[src/rtl/clk_div_gen.sv]
// rtl/clk_div_gen.sv - multi-channel programmable clock divider with phase, sync and glitch-free start/stop
module clk_div_gen #(
    parameter int CH    = 4,
    parameter int DIV_W = 8,
    parameter int CH_W  = (CH > 1) ? $clog2(CH) : 1
) (
    input  logic             clk,
    input  logic             rst,
    input  logic             cfg_valid,
    output logic             cfg_ready,
    input  logic [CH_W-1:0]  cfg_ch,
    input  logic [DIV_W-1:0] cfg_div,
    input  logic [DIV_W-1:0] cfg_phase,
    input  logic             cfg_en,
    input  logic             sync,
    output logic [CH-1:0]    clk_out,
    output logic [CH-1:0]    tick,
    output logic [CH-1:0]    run
);

    logic [DIV_W-1:0] cnt       [CH];
    logic [DIV_W-1:0] div_act   [CH];
    logic [DIV_W-1:0] phase_act [CH];
    logic [DIV_W-1:0] sh_div    [CH];
    logic [DIV_W-1:0] sh_phase  [CH];
    logic [CH-1:0]    sh_en;
    logic [CH-1:0]    pending;

    logic [DIV_W-1:0] cnt_n       [CH];
    logic [DIV_W-1:0] div_n       [CH];
    logic [DIV_W-1:0] phase_n     [CH];
    logic [DIV_W-1:0] sh_div_n    [CH];
    logic [DIV_W-1:0] sh_phase_n  [CH];
    logic [CH-1:0]    sh_en_n;
    logic [CH-1:0]    pending_n;
    logic [CH-1:0]    run_n;
    logic [CH-1:0]    clk_n;
    logic [CH-1:0]    tick_n;

    logic             xfer;
    logic [DIV_W-1:0] cfg_div_eff;
    logic [DIV_W-1:0] cfg_phase_eff;

    // Selects beyond CH (non power-of-two CH) are always ready and dropped.
    always_comb begin
        cfg_ready = 1'b1;
        if (32'(cfg_ch) < CH) begin
            cfg_ready = ~pending[cfg_ch];
        end
    end

    assign xfer          = cfg_valid && cfg_ready;
    assign cfg_div_eff   = (cfg_div == '0) ? DIV_W'(1) : cfg_div;
    assign cfg_phase_eff = (cfg_phase <= cfg_div_eff) ? cfg_phase : '0;

    always_comb begin
        for (int i = 0; i < CH; i++) begin : g_next
            logic             sel;
            logic             pend_eff;
            logic             wrap;
            logic             apply;
            logic [DIV_W-1:0] new_div;
            logic [DIV_W-1:0] new_phase;
            logic             new_en;
            logic [DIV_W:0]   half;

            sel       = xfer && (32'(cfg_ch) == i);
            pend_eff  = pending[i] | sel;
            new_div   = sel ? cfg_div_eff   : sh_div[i];
            new_phase = sel ? cfg_phase_eff : sh_phase[i];
            new_en    = sel ? cfg_en        : sh_en[i];
            wrap      = run[i] && (cnt[i] == div_act[i]);
            apply     = pend_eff && (!run[i] || wrap);

            sh_div_n[i]   = new_div;
            sh_phase_n[i] = new_phase;
            sh_en_n[i]    = new_en;
            pending_n[i]  = pend_eff;
            div_n[i]      = div_act[i];
            phase_n[i]    = phase_act[i];
            run_n[i]      = run[i];

            if (!run[i] || wrap) begin
                cnt_n[i] = '0;
            end else begin
                cnt_n[i] = cnt[i] + DIV_W'(1);
            end

            // A stopped channel starts at its phase; a running one restarts
            // the new period from zero so the boundary stays clean.
            if (apply) begin
                div_n[i]     = new_div;
                phase_n[i]   = new_phase;
                run_n[i]     = new_en;
                pending_n[i] = 1'b0;
                if (new_en && !run[i]) begin
                    cnt_n[i] = new_phase;
                end else begin
                    cnt_n[i] = '0;
                end
            end

            if (sync && run[i] && run_n[i]) begin
                cnt_n[i] = phase_n[i];
            end

            half      = ({1'b0, div_n[i]} + (DIV_W+1)'(2)) >> 1;
            clk_n[i]  = run_n[i] && ({1'b0, cnt_n[i]} < half);
            tick_n[i] = run_n[i] && (cnt_n[i] == div_n[i]);
        end
    end

    always_ff @(posedge clk) begin
        if (rst) begin
            for (int i = 0; i < CH; i++) begin
                cnt[i]       <= '0;
                div_act[i]   <= DIV_W'(1);
                phase_act[i] <= '0;
                sh_div[i]    <= DIV_W'(1);
                sh_phase[i]  <= '0;
            end
            sh_en   <= '0;
            pending <= '0;
            run     <= '0;
            clk_out <= '0;
            tick    <= '0;
        end else begin
            cnt       <= cnt_n;
            div_act   <= div_n;
            phase_act <= phase_n;
            sh_div    <= sh_div_n;
            sh_phase  <= sh_phase_n;
            sh_en     <= sh_en_n;
            pending   <= pending_n;
            run       <= run_n;
            clk_out   <= clk_n;
            tick      <= tick_n;
        end
    end

endmodule

[config.mk]
export PLATFORM = sky130hd
export DESIGN_NAME = clk_div_gen
export DESIGN_NICKNAME = d
export VERILOG_FILES = /design/src/rtl/clk_div_gen.sv
export SDC_FILE = /design/constraint.sdc
export NUM_CORES = 1
export LEC_CHECK = 0
export ABC_AREA = 1
export CAP_MARGIN = 20
export CORE_UTILIZATION = 57
export CTS_BUF_LIST = sky130_fd_sc_hd__clkbuf_8
export DETAILED_ROUTE_END_ITERATION = 7
export GPL_ROUTABILITY_DRIVEN = 1
export PLACE_DENSITY = 0.84
export RECOVER_POWER = 100
export SLEW_MARGIN = 5
export SYNTH_ARGS = -nofsm -noshare
export SYNTH_HDL_FRONTEND = slang
export SYNTH_SLANG_ARGS = --single-unit
[constraint.sdc]
create_clock -name clk -period 7.5 [get_ports clk]
set_input_delay 0.75 -clock clk [delete_from_list [all_inputs] [get_ports clk]]
set_output_delay 0.75 -clock clk [all_outputs]
set_load 0.02 [all_outputs]
# After elaboration in Yosys (flattened, before gate mapping)
# Cells that the tools add are included.
# classes
mux,44
eq_ne,11
n_bitwise,5
reduce_logical,47
order_cmp,6
addsub,8
# ops
op,count
2-to-1 mux 8 bit,34
== test 8 bit,8
"adder 8 x 2 -> 9 bit, second input constant",4
logical AND 1 bit,33
"adder 8 x 1 -> 8 bit, second input constant",4
< comparator 8 bit,4
2-to-1 mux 1 bit,9
less-or-equal comparator 8 bit,1
zero test 8 bit,1
OR reduction 2 bit,4
"== test 2 bit, second input constant",2
zero test 1 bit,4
logical OR 1 bit,4
bitwise OR 1 bit,4
"< comparator 2 x 3 -> 1 bit, second input constant",1
binary-select mux 1 bit (select 2 bit),1
"== test 2 x 1 -> 1 bit, second input constant",1
zero test 2 bit,1
inverter 1 bit,1
# word_totals
register_bits,180
elab_cells,149
in_bits,23
output_inout_bits,13

# Logic depth before layout (Yosys ltp)
# Gate-level depths: netlist of the first run.
# depth
depth_word,12
depth_mapped,28
ltp_nobuf,27

# Least setup slack after synthesis of the first run
# OpenSTA, ideal clock, no wires.
# synth_path
path_type,input -> register
start,input cfg_div[1]
end,register clk_out[2]
t_required_ns,7.430
setup_slack_ns,4.225
t_arrival_ns,3.205
path_stages,24
path_cell_list,inv_1 nand3_1 nor3_1 a31o_2 ha_1 inv_1 nand2_1 nand2_1 nand2_1 nand2_1 nand2_1 nand2_1 nand2_1 buf_2 nand2_1 o21ai_0 nand3_1 nand3_1 o21ai_0 inv_1 ha_1 a21oi_1 o211ai_1 a21oi_1
# synth_rtl
element,line_no,text
"start, declared",12,"input logic [DIV_W-1:0] cfg_div,"
"end signal, assigned",136,clk_out <= clk_n;
"end, declared",16,"output logic [CH-1:0] clk_out,"

==> insert_results.sql, run 1 <==
INSERT INTO impl_metrics (metric_group, metric, value, unit) VALUES
('detailed_routing', 'antenna_left', '0', ''),
('power_and_ir_drop', 'power_report.internal_total', '0.00139', 'W'),
('power_and_ir_drop', 'power.ir.vdd_worst', '0.133', 'mV'),
('clocking', 'tritoncts', 'yes', ''),
('logic_synthesis', 'yosysUniqueCellTypes', '45', ''),
('hold_path', 'min_delay_path_depth', '2', ''),
('logic_synthesis', 'syn-num-nets', '1562', ''),
('hold_path', 'worst_hold_path_type', 'reg2reg', ''),
('place', 'numPortBuffers', '35', ''),
('cells_and_area', 'fillerInstances', '1596', ''),
('logic_synthesis', 'synth_largest_type_area_fraction', '0.354', ''),
('setup_path', 'cp_cell_sequence', 'dlygate4sd3_1 -> inv_1 -> nand2_1 -> nand2_1 -> nand2_2 -> nand2_1 -> nand3_1 -> nand2_1 -> nand2_1 -> inv_1 -> o21ai_0 -> inv_1 -> ha_1 -> nand3_2 -> nor3_2 -> xor2_1 -> ha_1 -> nand2_1 -> o211ai_1 -> a21oi_1', ''),
('clocking', 'h-tree-depth', '4', ''),
('timing', 'fin_skew', '0.0150', 'ns'),
('logic_synthesis', 'netlist_area', '10200', 'um2'),
('timing', 'fin_crit_sh', '0.740', ''),
('hold_path', 'worst_hold_path.endpoint', 'phase_act[17]', ''),
('clocking', 'clkLatencyLatePin', '0.48', 'ns'),
('power_and_ir_drop', 'switching_share', '0.296', ''),
('timing', 'hold_violations', '0', ''),
('clocking', 'post_cts_resize_count', '0', ''),
('logic_synthesis', 'number_of_enable_type_register_cells_in_the_synthesized_netlist', '0', ''),
('power_and_ir_drop', 'finalPower', '0.00197', 'W'),
('setup_path', 'critical_path.reg2reg.startpoint', 'pending[0]', ''),
('power_and_ir_drop', 'power.share.sequential', '0.506', ''),
('global_routing', 'grt_first_pass_wirelength', '39300', 'um'),
('setup_path', 'cp-end-kind', 'register', ''),
('setup_path', 'worstSetupStartpointType', 'primary input', ''),
('setup_path', 'cp.arrival', '5.93', 'ns'),
('clocking', 'post_cts_setup_inserts', '0', ''),
('logic_synthesis', 'yosysMostFrequentCell', 'nand2_1', ''),
('global_routing', 'number_of_antenna_violations_at_the_first_check_in_global_routing', '0', ''),
('logic_synthesis', 'synthArstFlopShare', '0', ''),
('clocking', 'cts_made_buffers', '17', ''),
('detailed_routing', 'route.detailed.vias_per_inst', '5.29', ''),
('setup_path', 'worst_path_max_delay_cell', 'inv_1', ''),
('outcome', 'status', 'complete, but fails checks', ''),
('place', 'pre_cts_slack', '2.57', 'ns'),
('timing', 'tightest_slew', '3.84', 'ns'),
('clocking', 'clkTransAtPathRegs', '0.10', 'ns'),
('cells_and_area', 'antenna_cells', '0', ''),
('logic_synthesis', 'synth_cells', '1495', ''),
('die', 'core_area', '17400', 'um2'),
('timing', 'report.final.slew_viol_count', '87', ''),
('setup_path', 'reg2reg_slack', '2.54', 'ns'),
('timing', 'finalWorstSetupSlack', '1.95', 'ns'),
('clocking', 'cts_buffer_depth', '2', ''),
('timing', 'slew_headroom', '-1.56', ''),
('detailed_routing', 'final_routed_drc_violation_total', '0', ''),
('power_and_ir_drop', 'netSwitchingPower', '0.000584', 'W'),
('logic_synthesis', 'postSynthRegisterBits', '180', ''),
('timing', 'fin_hold_ws', '0.474', 'ns'),
('power_and_ir_drop', 'p_per_area', '183', 'nW/um2'),
('outcome', 'violations', 'capacitance limit, slew limit', ''),
('power_and_ir_drop', 'p_leak', '5.15', 'nW'),
('flow_run', 'maxCapViolCount', '1', ''),
('timing', 'setup_repair_after_global_routing_missed_its_margin', 'false', ''),
('hold_path', 'hold_path.startpoint', 'phase_act[17]', ''),
('logic_synthesis', 'synth_top_area_cell', 'dfxtp_1', ''),
('place', 'post_dp_cell_area', '10500', 'um2'),
('logic_synthesis', 'synth_common_cells', 'nand2_1 (387), nor2_1 (187), dfxtp_1 (180)', ''),
('setup_path', 'rr_worst_depth', '19', ''),
('setup_path', 'path_buf_inv', '4', ''),
('setup_path', 'r2r-end', 'clk_out[3]', ''),
('clocking', 'hold_buffer_count_at_cts', '0', ''),
('global_routing', 'total_global_route_track_usage', '0.273', ''),
('die', 'floorplan.die.width', '136', 'um'),
('logic_synthesis', 'postSynthAreaPerCell', '6.80', 'um2'),
('detailed_routing', 'detail_route.wl_per_cell', '13.9', 'um'),
('global_routing', 'largest_net_degree_at_the_start_of_global_routing', '87', ''),
('clocking', 'clock_root_buffer', 'clkbuf_8', '');
## cell usage in the layout, fill, tap and decap left out, types with 16 or more instances in the layout
| cell | n |
|---|---|
| a21oi_1 | 55 |
| clkbuf_8 | 18 |
| clkdlybuf4s50_1 | 18 |
| dfxtp_1 | 180 |
| dlygate4sd3_1 | 16 |
| ha_1 | 44 |
| inv_1 | 183 |
| nand2_1 | 396 |
| nand3_1 | 139 |
| nor2_1 | 187 |
| o21ai_0 | 98 |
| xnor2_1 | 21 |
| xor2_1 | 23 |
## cell families (layout without fill, tap and decap cells)
| family | after synthesis | in the layout | share of synthesized area |
|---|---|---|---|
| XOR/XNOR | 44 | 44 | 0.0379 |
| AND/OR/NAND/NOR | 798 | 798 | 0.343 |
| AO/OA/AOI/OAI | 191 | 191 | 0.109 |
| flip-flops | 180 | 180 | 0.354 |
| adder cells (fa/ha/maj) | 44 | 44 | 0.0541 |
| buffers and inverters | 238 | 260 | 0.102 |
## through the flow
| stage | std cells | utilization |
|---|---|---|
| 5_1_grt | 1742 | 0.621 |
| 6_report | 1742 | 0.621 |
| 3_3_place_gp | 1710 | 0.605 |
| 4_1_cts | 1742 | 0.628 |
| 2_1_floorplan | 1495 | - |
| 3_5_place_dp | 1710 | 0.605 |
## worst max-delay path by stage
stage | start | endpoint | slack [ns] | cells after the start
floorplan | cfg_div[1] | clk_out[2] | 4.23 | 24
global placement | cfg_valid | clk_out[1] | 2.79 | 16
detailed placement | cfg_ch[0] | clk_out[1] | 2.57 | 19
CTS | cfg_ch[0] | clk_out[1] | 3.08 | 19
global route | cfg_ch[0] | clk_out[3] | 1.61 | 20
finish | cfg_ch[0] | clk_out[3] | 1.95 | 20
## flip-flops by register name, summed over array words and instances (netlist names)
signal / count
phase_act: 32
clk_out: 4
div_act: 32
run: 4
sh_en: 4
sh_phase: 32
tick: 4
pending: 4
sh_div: 32
cnt: 32
## routing by layer
| metal | GRT usage | up-vias | routed length (um) |
|---|---|---|---|
| met2 | 0.459 | 251 | 11400 |
| met4 | 0.110 | 0 | 707 |
| met5 | 0 | - | 0 |
| li1 | - | 4745 | - |
| met1 | 0.344 | 4163 | 10800 |
| met3 | 0.0468 | 53 | 1390 |
## worst min-delay path: stages (launching register included)
cell and delay [ns]:
dfxtp_1 0.32, nand2_1 0.06, a21oi_1 0.06
## power groups by stage
stage	sequential [W]	clock, W	combinational, W
after floorplan	0.00102	0	0.000226
after global placement	0.00102	0	0.000292
after detailed placement	0.00102	0	0.000300
after CTS	0.000998	0.000680	0.000302
after global routing	0.00100	0.000718	0.000332
final	0.000998	0.000679	0.000294
## layout make-up
type / instances / area [um2] / area share
Inverter: 192 / 728 / 0.0675
Multi-Input combinational cell: 1077 / 5410 / 0.502
Sequential cell: 180 / 3600 / 0.334
Clock buffer: 18 / 248 / 0.0230
Tap cell: 225 / 282 / 0.0261
Timing Repair Buffer: 36 / 352 / 0.0326
Clock inverter: 14 / 154 / 0.0143
No activity file was read; power rests on OpenSTA's default activity.
==> run 2: changes to the inputs <==
Settings changed: PLACE_DENSITY 0.84 to 0.87.
Clock period 7.5 ns to 4.8 ns, I/O delays scaled along.
==> run 2 against run 1 <==
Compared with the run above:
- the run ends with DRC, capacitance limit, slew limit left
- design area up 1.2%
- worst setup slack worse by 1.2 ns
- via count up 3.2%
- utilization up 0.75 points
- clock power up 65%
- largest power group unchanged
- highest routed layer unchanged
==> insert_results.sql, run 2 (same netlist as run 1, synthesis figures left out) <==
INSERT INTO impl_metrics (metric_group, metric, value, unit) VALUES
('place', 'numPortBuffers', '35', ''),
('setup_path', 'cp_cell_sequence', 'dlygate4sd3_1 -> nor2_1 -> a21oi_1 -> inv_1 -> nand2_1 -> inv_1 -> or2_0 -> o21ai_0 -> inv_1 -> ha_1 -> nand3_1 -> nor3_2 -> xor2_1 -> ha_1 -> nand2_1 -> o211ai_1 -> a21oi_1', ''),
('power_and_ir_drop', 'p_per_area', '289', 'nW/um2'),
('die', 'design.die.area', '18400', 'um2'),
('timing', 'slew_headroom', '-1.39', ''),
('clocking', 'clkTransAtPathRegs', '0.09', 'ns'),
('power_and_ir_drop', 'power.ir.vdd_worst', '0.188', 'mV'),
('global_routing', 'number_of_antenna_violations_at_the_first_check_in_global_routing', '0', ''),
('setup_path', 'worst_ep_required_time', '5.16', 'ns'),
('setup_path', 'worstSetupStartpointType', 'primary input', ''),
('clocking', 'cts_made_buffers', '17', ''),
('setup_path', 'cp_slowest_stage_delay', '0.65', 'ns'),
('hold_path', 'worst_hold_path_type', 'reg2reg', ''),
('die', 'placement_rows', '48', ''),
('timing', 'tightest_slew', '3.58', 'ns'),
('detailed_routing', 'drt_first_iter_violations', '905', ''),
('cells_and_area', 'fillerInstances', '1570', ''),
('detailed_routing', 'firstDrtPassIters', '8', ''),
('die', 'ioPinCount', '36', ''),
('clocking', 'post_cts_setup_inserts', '0', ''),
('timing', 'fin_hold_ws', '0.481', 'ns'),
('timing', 'setup-tns-final', '0', 'ns'),
('cells_and_area', 'mostFrequentLayoutCells', 'nand2_1 (391), nor2_1 (188), inv_1 (186)', ''),
('cells_and_area', 'design.final.nets', '1577', ''),
('outcome', 'violations', 'DRC, capacitance limit, slew limit', ''),
('clocking', 'cts_num_sinks', '180', ''),
('global_routing', 'largest_net_degree_at_the_start_of_global_routing', '83', ''),
('clocking', 'cts_buffer_depth', '2', ''),
('setup_path', 'cp-end-kind', 'register', ''),
('timing', 'period_minus_slack', '4.04', 'ns'),
('clocking', 'post_cts_resize_count', '0', ''),
('die', 'dieHeight', '136', 'um'),
('setup_path', 'worst_path_max_delay_cell', 'dlygate4sd3_1', ''),
('global_routing', 'number_of_global_route_vias_before_repair', '8839', ''),
('detailed_routing', 'dr_total_vias', '9506', ''),
('cells_and_area', 'antenna_cells', '0', ''),
('clocking', 'clock_root_buffer', 'clkbuf_8', ''),
('place', 'detailed_place_hpwl', '18400', 'um'),
('global_routing', 'total_global_route_track_usage', '0.284', ''),
('global_routing', 'grt_first_pass_wirelength', '41300', 'um'),
('detailed_routing', 'detail_route.wl_per_cell', '14.2', 'um'),
('setup_path', 'cp.arrival', '4.39', 'ns'),
('timing', 'final_setup_violation_count', '0', ''),
('clocking', 'h-tree-depth', '4', ''),
('timing', 'fin_skew', '0.0133', 'ns'),
('setup_path', 'worstSetupPathType', 'in2reg', ''),
('detailed_routing', 'drt-total-wl', '24800', 'um'),
('cells_and_area', 'layout-drive-gt1-share', '0.0716', ''),
('detailed_routing', 'final_routed_drc_violation_total', '2', ''),
('setup_path', 'worst-path-max-fanout', '30', ''),
('die', 'floorplan.die.width', '136', 'um'),
('flow_run', 'maxCapViolCount', '1', ''),
('timing', 'fin_crit_sh', '0.841', ''),
('die', 'core_area', '17400', 'um2'),
('detailed_routing', 'antenna_left', '0', ''),
('place', 'globalplace.congestion', '0.956', ''),
('die', 'initial_utilization', '0.586', ''),
('cells_and_area', 'mostFrequentLayoutCell', 'nand2_1', ''),
('outcome', 'status', 'complete, but fails checks', ''),
('timing', 'setup_repair_after_global_routing_missed_its_margin', 'false', ''),
('clocking', 'hold_buffer_count_at_cts', '0', ''),
('cells_and_area', 'area_delta_synth_final', '7.28', '%'),
('timing', 'hold_violations', '0', ''),
('power_and_ir_drop', 'p_leak', '5.22', 'nW'),
('setup_path', 'cpMostUsedCell', 'inv_1', ''),
('global_routing', 'globalRouteOverflowTotal', '0', ''),
('clocking', 'tritoncts', 'yes', ''),
('clocking', 'clkLatencyLatePin', '0.47', 'ns'),
('timing', 'report.final.slew_viol_count', '83', ''),
('timing', 'fmax_achieved', '0.248', 'GHz'),
('detailed_routing', 'route.detailed.vias_per_inst', '5.44', '');
## run 2: cell types whose count changed in the layout (fill, tap and decap cells not counted), moves of 3 or more
| cell | delta |
|---|---|
| inv_6 | -3 |
| o21ai_0 | -14 |
| o21ai_2 | +5 |
| inv_1 | +3 |
| clkinv_4 | -3 |
| buf_4 | +6 |
| nand2_1 | -5 |
| o21ai_1 | +9 |
| nand2_2 | +5 |
## run 2: worst max-delay path: cells and delay by family
family | cells | cell delay, ns
buf+inv | 4 | 1.39
compound gates | 4 | 0.71
xor+xnor | 1 | 0.15
simple gates | 6 | 1.13
fa+ha+maj | 2 | 0.51
## run 2: cell type report
cell class	instances	area, um2	share of cell area
Inverter	192	728	0.0667
Timing Repair Buffer	42	397	0.0364
Clock buffer	19	262	0.0240
Sequential cell	180	3600	0.330
Tap cell	225	282	0.0258
Clock inverter	13	166	0.0153
Multi-Input combinational cell	1077	5470	0.502
## run 2: per-layer routing
layer,global-route usage,routed length (um),vias up,share of wire
met5,0,0,-,0
met4,0.120,762,0,0.031
met3,0.0385,1500,68,0.060
met2,0.477,11700,330,0.47
met1,0.363,10800,4342,0.44
li1,-,-,4766,-
## run 2: final timing paths
kind | slack [ns] | cells past startpoint | from | endpoint
max | 0.76 | 17 | cfg_ch[0] | clk_out[2]
min | 0.48 | 2 | phase_act[5] | phase_act[5]
max reg2reg | 0.98 | 17 | cnt[10] | clk_out[2]
min reg2reg | 0.48 | 2 | phase_act[5] | phase_act[5]
## run 2: stage by stage
step	worst slack [ns]	cell area (um2)	utilization	total power (W)	instances
2_1_floorplan	1.80	10200	-	0.00195	1495
3_3_place_gp	0.803	10500	0.608	0.00206	1716
3_5_place_dp	0.696	10500	0.608	0.00207	1716
4_1_cts	1.14	11000	0.632	0.00317	1748
5_1_grt	0.391	10900	0.629	0.00329	1748
6_report	0.765	10900	0.629	0.00316	1748
## run 2: power breakdown
group	internal, W	switching [W]	total, W
Combinational	0.000155	0.000318	0.000473
Clock	0.000585	0.000539	0.00112
Sequential	0.00154	0.0000239	0.00156
Total	0.00228	0.000881	0.00316
